**src/rtl/usb_uart_bridge.sv**
```systemverilog
// -----------------------------------------------------------------------------
// usb_uart_bridge
//
// Buffered byte bridge between application logic (valid/ready) and the
// usb_serial core's UART-style strobe handshake. Everything runs on clk.
//
//   TX path: application -> TX FIFO -> drain FSM -> uart_tx_data/uart_tx_strobe
//   RX path: uart_rx_data/uart_rx_strobe -> RX FIFO (FWFT) -> application
//
// Optional build macro: USB_UART_TX_HOLDOFF_EN
//   When defined, the drain FSM only starts a byte while a release flag is set.
//   The flag sets once TX occupancy reaches HOLDOFF_THRESH, or after
//   HOLDOFF_TIMEOUT cycles without a TX push while data is waiting. It clears
//   once the FIFO has drained empty. This lets bytes batch into full USB packets.
//   When undefined, the release flag is tied high and no counter is built.
//
// Ports
//   clk            in   single clock
//   reset          in   asynchronous, active-low reset
//   tx_data        in   application byte to send
//   tx_valid       in   tx_data valid
//   tx_ready       out  TX FIFO can accept (low while in reset)
//   rx_data        out  head of RX FIFO, first-word fall-through
//   rx_valid       out  RX FIFO not empty
//   rx_ready       in   application consumes rx_data
//   uart_tx_data   out  byte to serial core, held until the next strobe
//   uart_tx_strobe out  one-cycle send pulse
//   uart_tx_ready  in   serial core can accept a byte
//   uart_rx_data   in   byte from serial core
//   uart_rx_strobe in   one-cycle receive pulse
//   tx_level       out  registered TX occupancy
//   rx_level       out  registered RX occupancy
//   rx_overflow    out  sticky: an RX byte was dropped
//   rx_drop_count  out  saturating dropped-byte counter
//   clear_stats    in   clears rx_overflow and rx_drop_count (wins over a drop)
// -----------------------------------------------------------------------------
module usb_uart_bridge #(
    parameter int DATA_WIDTH      = 8,
    parameter int TX_DEPTH        = 64,
    parameter int RX_DEPTH        = 64,
    parameter int HOLDOFF_THRESH  = 32,
    parameter int HOLDOFF_TIMEOUT = 4800
) (
    input  logic                        clk,
    input  logic                        reset,
    input  logic [DATA_WIDTH-1:0]       tx_data,
    input  logic                        tx_valid,
    output logic                        tx_ready,
    output logic [DATA_WIDTH-1:0]       rx_data,
    output logic                        rx_valid,
    input  logic                        rx_ready,
    output logic [DATA_WIDTH-1:0]       uart_tx_data,
    output logic                        uart_tx_strobe,
    input  logic                        uart_tx_ready,
    input  logic [DATA_WIDTH-1:0]       uart_rx_data,
    input  logic                        uart_rx_strobe,
    output logic [$clog2(TX_DEPTH):0]   tx_level,
    output logic [$clog2(RX_DEPTH):0]   rx_level,
    output logic                        rx_overflow,
    output logic [7:0]                  rx_drop_count,
    input  logic                        clear_stats
);

    localparam int TAW = $clog2(TX_DEPTH);
    localparam int RAW = $clog2(RX_DEPTH);

    localparam logic [TAW:0] TX_ONE = {{TAW{1'b0}}, 1'b1};
    localparam logic [RAW:0] RX_ONE = {{RAW{1'b0}}, 1'b1};

    // Elaboration-time parameter sanity checks.
    if (TX_DEPTH < 4 || (1 << TAW) != TX_DEPTH) begin : g_bad_tx_depth
        $error("usb_uart_bridge: TX_DEPTH must be a power of two >= 4");
    end
    if (RX_DEPTH < 4 || (1 << RAW) != RX_DEPTH) begin : g_bad_rx_depth
        $error("usb_uart_bridge: RX_DEPTH must be a power of two >= 4");
    end
    if (HOLDOFF_THRESH < 1 || HOLDOFF_THRESH > TX_DEPTH || HOLDOFF_TIMEOUT < 1) begin : g_bad_holdoff
        $error("usb_uart_bridge: HOLDOFF_THRESH must be 1..TX_DEPTH and HOLDOFF_TIMEOUT >= 1");
    end

    // -------------------------------------------------------------------------
    // TX FIFO
    // -------------------------------------------------------------------------
    logic [DATA_WIDTH-1:0] tx_mem [TX_DEPTH];
    logic [TAW:0]          tx_wr_q, tx_wr_d;
    logic [TAW:0]          tx_rd_q, tx_rd_d;
    logic [TAW:0]          tx_level_q, tx_level_d;
    logic                  tx_en_q;          // low until the first edge after reset
    logic                  tx_full, tx_empty;
    logic                  tx_push, tx_pop;
    logic                  tx_release;

    assign tx_empty = (tx_wr_q == tx_rd_q);
    assign tx_full  = (tx_wr_q[TAW] != tx_rd_q[TAW]) &&
                      (tx_wr_q[TAW-1:0] == tx_rd_q[TAW-1:0]);

    // Fullness is judged before any same-cycle drain, so a full FIFO refuses.
    assign tx_ready = tx_en_q && !tx_full;
    assign tx_push  = tx_valid && tx_ready;

    always_comb begin
        tx_wr_d    = tx_wr_q;
        tx_rd_d    = tx_rd_q;
        tx_level_d = tx_level_q;
        if (tx_push) tx_wr_d = tx_wr_q + TX_ONE;
        if (tx_pop)  tx_rd_d = tx_rd_q + TX_ONE;
        case ({tx_push, tx_pop})
            2'b10:   tx_level_d = tx_level_q + TX_ONE;
            2'b01:   tx_level_d = tx_level_q - TX_ONE;
            default: tx_level_d = tx_level_q;
        endcase
    end

    always_ff @(posedge clk or negedge reset) begin
        if (!reset) begin
            tx_wr_q    <= '0;
            tx_rd_q    <= '0;
            tx_level_q <= '0;
            tx_en_q    <= 1'b0;
        end else begin
            tx_wr_q    <= tx_wr_d;
            tx_rd_q    <= tx_rd_d;
            tx_level_q <= tx_level_d;
            tx_en_q    <= 1'b1;
        end
    end

    always_ff @(posedge clk) begin
        if (tx_push) tx_mem[tx_wr_q[TAW-1:0]] <= tx_data;
    end

    assign tx_level = tx_level_q;

    // -------------------------------------------------------------------------
    // TX holdoff (optional)
    // -------------------------------------------------------------------------
`ifdef USB_UART_TX_HOLDOFF_EN
    localparam int ICW = $clog2(HOLDOFF_TIMEOUT + 1);
    localparam logic [ICW-1:0] IDLE_MAX = ICW'(HOLDOFF_TIMEOUT);
    localparam logic [ICW-1:0] IDLE_ONE = ICW'(1);
    localparam logic [TAW:0]   THRESH   = (TAW + 1)'(HOLDOFF_THRESH);

    logic [ICW-1:0] idle_cnt_q, idle_cnt_d;
    logic           release_q, release_d;

    always_comb begin
        idle_cnt_d = idle_cnt_q;
        if (tx_push)
            idle_cnt_d = '0;
        else if (idle_cnt_q != IDLE_MAX)
            idle_cnt_d = idle_cnt_q + IDLE_ONE;

        release_d = release_q;
        if (tx_level_q == '0)
            release_d = 1'b0;
        else if (tx_level_q >= THRESH || idle_cnt_q == IDLE_MAX)
            release_d = 1'b1;
    end

    always_ff @(posedge clk or negedge reset) begin
        if (!reset) begin
            idle_cnt_q <= '0;
            release_q  <= 1'b0;
        end else begin
            idle_cnt_q <= idle_cnt_d;
            release_q  <= release_d;
        end
    end

    assign tx_release = release_q;
`else
    assign tx_release = 1'b1;
`endif

    // -------------------------------------------------------------------------
    // TX drain FSM
    // -------------------------------------------------------------------------
    typedef enum logic {
        ST_IDLE,
        ST_SEND
    } tx_state_e;

    tx_state_e             tx_state_q, tx_state_d;
    logic [DATA_WIDTH-1:0] uart_tx_data_q;

    always_comb begin
        tx_state_d = tx_state_q;
        tx_pop     = 1'b0;
        case (tx_state_q)
            ST_IDLE: begin
                if (uart_tx_ready && !tx_empty && tx_release) begin
                    tx_pop     = 1'b1;
                    tx_state_d = ST_SEND;
                end
            end
            ST_SEND: tx_state_d = ST_IDLE;
            default: tx_state_d = ST_IDLE;
        endcase
    end

    always_ff @(posedge clk or negedge reset) begin
        if (!reset) begin
            tx_state_q     <= ST_IDLE;
            uart_tx_data_q <= '0;
        end else begin
            tx_state_q <= tx_state_d;
            if (tx_pop) uart_tx_data_q <= tx_mem[tx_rd_q[TAW-1:0]];
        end
    end

    // The strobe is the SEND state itself: one cycle wide, at most every 2nd cycle.
    assign uart_tx_strobe = (tx_state_q == ST_SEND);
    assign uart_tx_data   = uart_tx_data_q;

    // -------------------------------------------------------------------------
    // RX FIFO
    // -------------------------------------------------------------------------
    logic [DATA_WIDTH-1:0] rx_mem [RX_DEPTH];
    logic [RAW:0]          rx_wr_q, rx_wr_d;
    logic [RAW:0]          rx_rd_q, rx_rd_d;
    logic [RAW:0]          rx_level_q, rx_level_d;
    logic                  rx_full, rx_empty;
    logic                  rx_push, rx_pop, rx_drop;
    logic                  rx_overflow_q, rx_overflow_d;
    logic [7:0]            rx_drop_cnt_q, rx_drop_cnt_d;

    assign rx_empty = (rx_wr_q == rx_rd_q);
    assign rx_full  = (rx_wr_q[RAW] != rx_rd_q[RAW]) &&
                      (rx_wr_q[RAW-1:0] == rx_rd_q[RAW-1:0]);

    assign rx_push = uart_rx_strobe && !rx_full;
    assign rx_drop = uart_rx_strobe &&  rx_full;
    assign rx_pop  = !rx_empty && rx_ready;

    always_comb begin
        rx_wr_d    = rx_wr_q;
        rx_rd_d    = rx_rd_q;
        rx_level_d = rx_level_q;
        if (rx_push) rx_wr_d = rx_wr_q + RX_ONE;
        if (rx_pop)  rx_rd_d = rx_rd_q + RX_ONE;
        case ({rx_push, rx_pop})
            2'b10:   rx_level_d = rx_level_q + RX_ONE;
            2'b01:   rx_level_d = rx_level_q - RX_ONE;
            default: rx_level_d = rx_level_q;
        endcase

        rx_overflow_d = rx_overflow_q;
        rx_drop_cnt_d = rx_drop_cnt_q;
        if (clear_stats) begin
            rx_overflow_d = 1'b0;
            rx_drop_cnt_d = '0;
        end else if (rx_drop) begin
            rx_overflow_d = 1'b1;
            if (rx_drop_cnt_q != 8'hFF) rx_drop_cnt_d = rx_drop_cnt_q + 8'd1;
        end
    end

    always_ff @(posedge clk or negedge reset) begin
        if (!reset) begin
            rx_wr_q       <= '0;
            rx_rd_q       <= '0;
            rx_level_q    <= '0;
            rx_overflow_q <= 1'b0;
            rx_drop_cnt_q <= '0;
        end else begin
            rx_wr_q       <= rx_wr_d;
            rx_rd_q       <= rx_rd_d;
            rx_level_q    <= rx_level_d;
            rx_overflow_q <= rx_overflow_d;
            rx_drop_cnt_q <= rx_drop_cnt_d;
        end
    end

    always_ff @(posedge clk) begin
        if (rx_push) rx_mem[rx_wr_q[RAW-1:0]] <= uart_rx_data;
    end

    // Masked while empty so the output reads 0 in reset rather than stale storage.
    assign rx_valid      = !rx_empty;
    assign rx_data       = rx_empty ? '0 : rx_mem[rx_rd_q[RAW-1:0]];
    assign rx_level      = rx_level_q;
    assign rx_overflow   = rx_overflow_q;
    assign rx_drop_count = rx_drop_cnt_q;

endmodule

```
**config.mk**
```make
export PLATFORM = sky130hd
export DESIGN_NAME = usb_uart_bridge
export DESIGN_NICKNAME = d
export VERILOG_FILES = /design/src/rtl/usb_uart_bridge.sv
export SDC_FILE = /design/constraint.sdc
export NUM_CORES = 1
export LEC_CHECK = 0
export CORE_ASPECT_RATIO = 1.4
export CORE_MARGIN = 4
export CORE_UTILIZATION = 46
export DETAILED_ROUTE_END_ITERATION = 16
export HOLD_SLACK_MARGIN = 0.15
export PLACE_DENSITY = 0.63
export SYNTH_ARGS = -nofsm -noshare
export SYNTH_HDL_FRONTEND = slang
export SYNTH_SLANG_ARGS = --single-unit
export TNS_END_PERCENT = 20
```
**constraint.sdc**
```tcl
create_clock -name clk -period 3.4 [get_ports clk]
set_clock_uncertainty 0.15 [all_clocks]
set_input_delay 0.68 -clock clk [delete_from_list [all_inputs] [get_ports clk]]
set_output_delay 0.68 -clock clk [all_outputs]
set_load 0.05 [all_outputs]
```
# [Yosys cells after proc, flatten, opt, wreduce, memory -nomap -nowiden]
# Memory sizes are Yosys's and may differ from the RTL's. A register that Yosys moved wholly into a read port is not among the register bits.
# Cells that the tools add are included.
[word_totals] in_bits=23 out_inout_bits=42 register_bits=53 elab_cells=66 ram_bits=1024 n_memories=2
[mem_list] name="rx_mem" depth=64 width=8 read_ports=1 rd_ports_with_merged_regs=0 wr=1 line_no="218" text="logic [DATA_WIDTH-1:0] rx_mem [RX_DEPTH];"
[mem_list] name="tx_mem" depth=64 width=8 read_ports=1 rd_ports_with_merged_regs=1 wr=1 line_no="84" text="logic [DATA_WIDTH-1:0] tx_mem [TX_DEPTH];"
[classes] n_eq_ne=11 reduce_logical=18 n_mux=15 n_bitwise=1 n_addsub=9
[ops] operator="$add 7x1->7 const B" n=6
[ops] operator="$mux 8" n=4
[ops] operator="$pmux 7 s2" n=2
[ops] operator="$eq 7x7->1" n=2
[ops] operator="$sub 7x1->7 const B" n=2
[ops] operator="$eq 6x6->1" n=2
[ops] operator="$add 8x1->8 const B" n=1
[ops] operator="$logic_and 1x1->1" n=8
[ops] operator="$mux 1" n=8
[ops] operator="$ne 8x8->1 const B" n=1
[ops] operator="$reduce_bool 2->1" n=4
[ops] operator="$logic_not 1->1" n=5
[ops] operator="$eq 2x1->1 const B" n=2
[ops] operator="$eq 2x2->1 const B" n=2
[ops] operator="$ne 1x1->1" n=2
[ops] operator="$pmux 1 s2" n=1
[ops] operator="$reduce_and 2->1" n=1
[ops] operator="$not 1->1" n=1

# [Logic depth before layout (Yosys ltp)]
[depth] ltp_word=7 ltp_mapped=16 ltp_nobuf=13

# [Worst setup path after synthesis]
# Ideal clock, no wire load.
[synth_path] path_type="reg2reg" from="reg tx_rd_q[0]" to="reg tx_level_q[6], in the netlist tx_level[6]" setup_slack_ps=-182 n_path_buf=2 t_required_ps=3168 setup_ps=82 synth_period_minus_slack_ps=3582 arrival_ps=3351 path_stages_with_launch=14 path_cell_list="dfrtp_1 > buf_4 > xor2_1 > nor4_1 > a311oi_1 > clkbuf_1 > ha_1 > ha_1 > nor2b_1 > o21ai_0 > a21boi_0 > or4_1 > nand3_1 > xor2_1"
[synth_between] elab_chain_len=7 elab_cells_between_ends=14
[synth_lines] element="from (decl)" line_no="86" text="logic [TAW:0] tx_rd_q, tx_rd_d;"
[synth_lines] element="from (signal assigned)" line_no="122" text="tx_rd_q <= tx_rd_d;"
[synth_lines] element="$eq 7x7->1 *" line_no="93" text="assign tx_empty = (tx_wr_q == tx_rd_q);"
[synth_lines] element="$logic_not 1->1 *" line_no="191" text="if (uart_tx_ready && !tx_empty && tx_release) begin"
[synth_lines] element="$logic_and 1x1->1 *" line_no="191"
[synth_lines] element="$mux 1 *" line_no="191"
[synth_lines] element="$mux 1 *" line_no="189" text="case (tx_state_q)"
[synth_lines] element="net tx_pop" line_no="90" text="logic tx_push, tx_pop;"
[synth_lines] element="$eq 2x1->1 or $eq 2x2->1 (tied branches)" line_no="107" text="case ({tx_push, tx_pop})"
[synth_lines] element="$pmux 7 s2 or $reduce_bool 2->1 (tied branches)"
[synth_lines] element="to (signal assigned)" line_no="123" text="tx_level_q <= tx_level_d;"
[synth_lines] element="to (decl)" line_no="87" text="logic [TAW:0] tx_level_q, tx_level_d;"
# Mark *: on every way through the listed nets, which the timed path passes. The rest lies on a longest branch.
# A chain may end at the register's enable or synchronous reset.

# [Final worst setup path]
[layout_path] from="reg rx_rd_q[0]" to="out rx_data[6]"
[layout_between] elab_chain_len=2 elab_cells_between_ends=3
[layout_lines] element="from (decl)" line_no="220" text="logic [RAW:0] rx_rd_q, rx_rd_d;"
[layout_lines] element="from (signal assigned)" line_no="267" text="rx_rd_q <= rx_rd_d;"
[layout_lines] element="$mem_v2 64x8 or $eq 7x7->1 (tied branches)"
[layout_lines] element="$mux 8 *" line_no="280" text="assign rx_data = rx_empty ? '0 : rx_mem[rx_rd_q[RAW-1:0]];"
[layout_lines] element="to (decl)" line_no="49" text="output logic [DATA_WIDTH-1:0] rx_data,"
# Mark *: on every way between the ends. The rest lies on a longest branch, timed or not.

==> flow_summary.json <==
{
  "cap_viol_max_count": 0,
  "drc": 0,
  "crit_fanout": 7,
  "power.share.sequential": 0.378,
  "peakVddDrop_mv": 0.541,
  "outcome": "finished, violations left",
  "place.port_buffers": 64,
  "nFillCells": 7146,
  "critPathMaxStageDelay_ns": 0.57,
  "dr.pass1.iters": 8,
  "async_flop_share": 0.0562,
  "p_switching_mw": 13.2,
  "ant_nets": 0,
  "cts_max_level": 3,
  "track_usage": 0.205,
  "die_x_microns": 266,
  "maxSlewViolCount": 0,
  "grt_setup_unrepaired": "yes",
  "grt_max_degree": 114,
  "cp-start-kind": "flip-flop",
  "n_antenna_cell": 0,
  "cts_tree": "yes",
  "numCtsBuffers": 100,
  "leakage_nw": 16.8,
  "violations": "negative setup slack",
  "vias_per_cell": 5.76,
  "critPathCapture": "rx_data[6]",
  "arrival_ns": 3.16,
  "setup.worst_path.end_class": "output pin",
  "netlist_instances": 2150,
  "fp-row-count": 132,
  "syn_area_per_cell_sq_um": 19.9,
  "grt_pass1_wl_microns": 150000,
  "yosys.area.top_type": "edfxtp_1",
  "fin_cells": 3786,
  "min_period_ns": 3.99,
  "dp_slack_ns": -0.416,
  "worstPathCellList": "buf_6, buf_16, mux4_2, mux4_2, nand3_2, o211ai_1, clkbuf_16",
  "synthTopCellsByArea": "edfxtp_1 72%, mux4_2 13%, dfrtp_1 3.6%",
  "place.gp.congestion": 0.877,
  "antenna_found_initial": 0,
  "drt-total-wl_microns": 101000,
  "yosysTopAreaCellShare": 0.717,
  "syn_nets": 2189,
  "required_ns": 2.57,
  "internal_power_mw": 28.0,
  "fin_crit_sh": 1.17,
  "r2r_slack_ns": 0.03,
  "grt_pass1_vias": 23142,
  "synth_cell_type_count": 64,
  "drt_first_iter_violations": 1786,
  "crit-reg2reg-launch": "rx_rd_q[0]",
  "power.total_mw": 41.2,
  "clk_pin_slew_ns": 0.06,
  "fmax_ghz": 0.251,
  "die_h_microns": 369,
  "dpl-instance-area_sq_um": 46700,
  "setup_violations": 8,
  "cts_sinks": 1085,
  "crit_path_start": "rx_rd_q[0]",
  "die_area_sq_um": 98200,
  "hold_viol": 0,
  "synth_edf_count": 1024,
  "setup_ws_ns": -0.589,
  "regToRegEndpoint": "rx_level[4]",
  "synth_ff_type": "edfxtp_1",
  "cpMostUsedCell": "mux4_2",
  "final_core_util": 0.545,
  "overflow": 0,
  "powerDensity_nw_per_um2": 817,
  "drive_above_1_share": 0.303,
  "yosys_register_bits": 1085,
  "slowest_stage": "mux4_2",
  "worstSetupPathType": "reg -> out",
  "placed_cells_incl_taps": 3584,
  "cts_root_buffer": "clkbuf_16",
  "cts-root-to-sink-buffers": 3,
  "hold_path_class": "in -> reg",
  "clkPwrFrac": 0.270,
  "num_vias": 21815,
  "stdcell_area_sq_um": 50400,
  "initial_core_util": 0.463,
  "multi_input_area_sq_um": 10100,
  "dp_hpwl_microns": 65300,
  "clk_latency_ns": 0.65,
  "coreArea_sq_um": 92500,
  "netlist_area_sq_um": 42900,
  "comb_power_share": 0.351,
  "io_pins": 65,
  "syn2layout_area_growth_pct": 17.7,
  "swShare": 0.320,
  "timing.slew.headroom": 0.202,
  "worstMarginPinSlew_ns": 1.20,
  "ys_warn_count": 0,
  "wire_per_inst_microns": 26.6,
  "ys_seq_area_frac": 0.753,
  "r2r_cells": 15,
  "final_nets": 2534,
  "regArea_sq_um": 32300
}
-- cells in the final DEF, fill, tap and decap left out, types with 7 or more instances in the layout --
| master | count |
|---|---|
| edfxtp_1 | 1024 |
| buf_4 | 276 |
| mux4_2 | 245 |
| nor2_1 | 166 |
| clkbuf_16 | 106 |
| nand2_1 | 70 |
| mux2i_1 | 62 |
| dfrtp_1 | 56 |
| clkdlybuf4s50_1 | 37 |
| xor2_1 | 28 |
| nand3_1 | 28 |
| xnor2_1 | 26 |
| a21oi_1 | 26 |
| clkbuf_1 | 25 |
| o21ai_0 | 23 |
| inv_1 | 21 |
| a22oi_1 | 21 |
| buf_12 | 21 |
| clkinv_2 | 20 |
| clkinv_1 | 19 |
| nand3b_1 | 17 |
| a22o_1 | 16 |
| buf_2 | 16 |
| o221ai_1 | 15 |
| a211oi_1 | 13 |
| mux2_2 | 13 |
| ha_1 | 13 |
| bufinv_16 | 10 |
| a32oi_1 | 9 |
| nor2b_1 | 8 |
| buf_6 | 8 |
| and2_1 | 7 |
-- worst max-delay path, delay by kind of cell, from the launching register on --
family	cells	cell delay (ns)
multiplexers	2	1.12
buffers and inverters	3	0.56
flip-flops	1	0.48
AND/OR/NAND/NOR	1	0.13
AO/OA/AOI/OAI	1	0.20
-- per-layer routing --
layer	up-vias	track usage	routed length (microns)
li1	9465	-	-
met1	11478	0.246	37300
met2	679	0.371	54300
met3	193	0.0267	4520
met4	0	0.0848	4480
met5	-	0	0
-- synthesized netlist by cell type (9+ instances only) --
library cell and instances:
edfxtp_1 1024, a22o_1 16, buf_1 24, a221oi_1 12
a32oi_1 9, nand2_1 70, buf_2 36, a211oi_1 16
mux2i_1 65, nor2_1 167, xor2_1 28, clkbuf_1 39
mux4_2 245, a21oi_1 31, dfrtp_1 61, o221ai_1 19
nand3b_1 17, xnor2_1 26, ha_1 15, o21ai_0 25
mux2_2 14, buf_4 17, a22oi_1 21, nand3_1 29
inv_1 21
-- through the flow --
step	TNS [ns]	hold slack, ns
3_5_place_dp	-1.72	0.315
5_1_grt	-5.37	0.220
6_report	-4.20	0.256
3_3_place_gp	-1.01	0.318
4_1_cts	-4.70	0.202
2_1_floorplan	-0.142	0.234
-- worst min path at each step --
stage / start / slack [ns] / cells past startpoint / endpoint
floorplan: reset / 0.23 / 0 / rx_drop_count[0]
global placement: tx_level[6] / 0.32 / 1 / tx_level[6]
detailed placement: rx_level[6] / 0.32 / 1 / rx_level[6]
CTS: uart_rx_data[0] / 0.20 / 1 / rx_mem[61][0]
global route: uart_rx_data[0] / 0.22 / 1 / rx_mem[52][0]
finish: uart_rx_data[0] / 0.26 / 1 / rx_mem[61][0]
-- registers in the layout (all words and copies together), names as in the netlist, 7 cells and up --
name and flops:
rx_drop_count 8, rx_level 7, rx_mem 512, rx_rd_q 7, rx_wr_q 7, tx_level 7
tx_mem 512, tx_rd_q 7, tx_wr_q 7, uart_tx_data 8
-- cell type report --
| class | count | share of cell area |
|---|---|---|
| tap | 1206 | 0.0299 |
| clock inverter | 57 | 0.0111 |
| multi-input combinational | 922 | 0.201 |
| inverter | 22 | 0.00164 |
| timing repair buffer | 364 | 0.0627 |
| sequential | 1085 | 0.640 |
| clock buffer | 130 | 0.0537 |
-- cells by family (layout without fill, tap and decap cells) --
| family | count (synthesis) | in the layout | share of synthesized area |
|---|---|---|---|
| flip-flops | 1085 | 1085 | 0.753 |
| AND/OR/NAND/NOR | 341 | 341 | 0.0365 |
| multiplexers | 324 | 324 | 0.148 |
| AO/OA/AOI/OAI | 186 | 186 | 0.0310 |
| buffers and inverters | 143 | 573 | 0.0159 |
| XOR/XNOR | 54 | 54 | 0.0110 |
| adder cells (fa/ha/maj) | 16 | 16 | 0.00485 |
| other | 1 | 1 | 0.0000875 |
-- what timing repair did --
item,CTS,global route
pin swaps,12,9
hold endpoints to repair,61,0
endpoints found under the setup margin,13,15
gates cloned,3,1
hold buffers,1,0
buffers inserted,12,1
gates resized for setup,49,17
-- power groups by stage --
| stage | sequential [mW] | combinational [mW] | clock (mW) |
|---|---|---|---|
| after global placement | 15.9 | 13.7 | 0 |
| after CTS | 15.6 | 14.6 | 11.4 |
| final | 15.6 | 14.5 | 11.1 |
| after global routing | 15.6 | 15.3 | 11.9 |
| after detailed placement | 15.9 | 13.8 | 0 |
| after floorplan | 16.2 | 8.18 | 0 |
No activity file was read; power rests on OpenSTA's default activity.
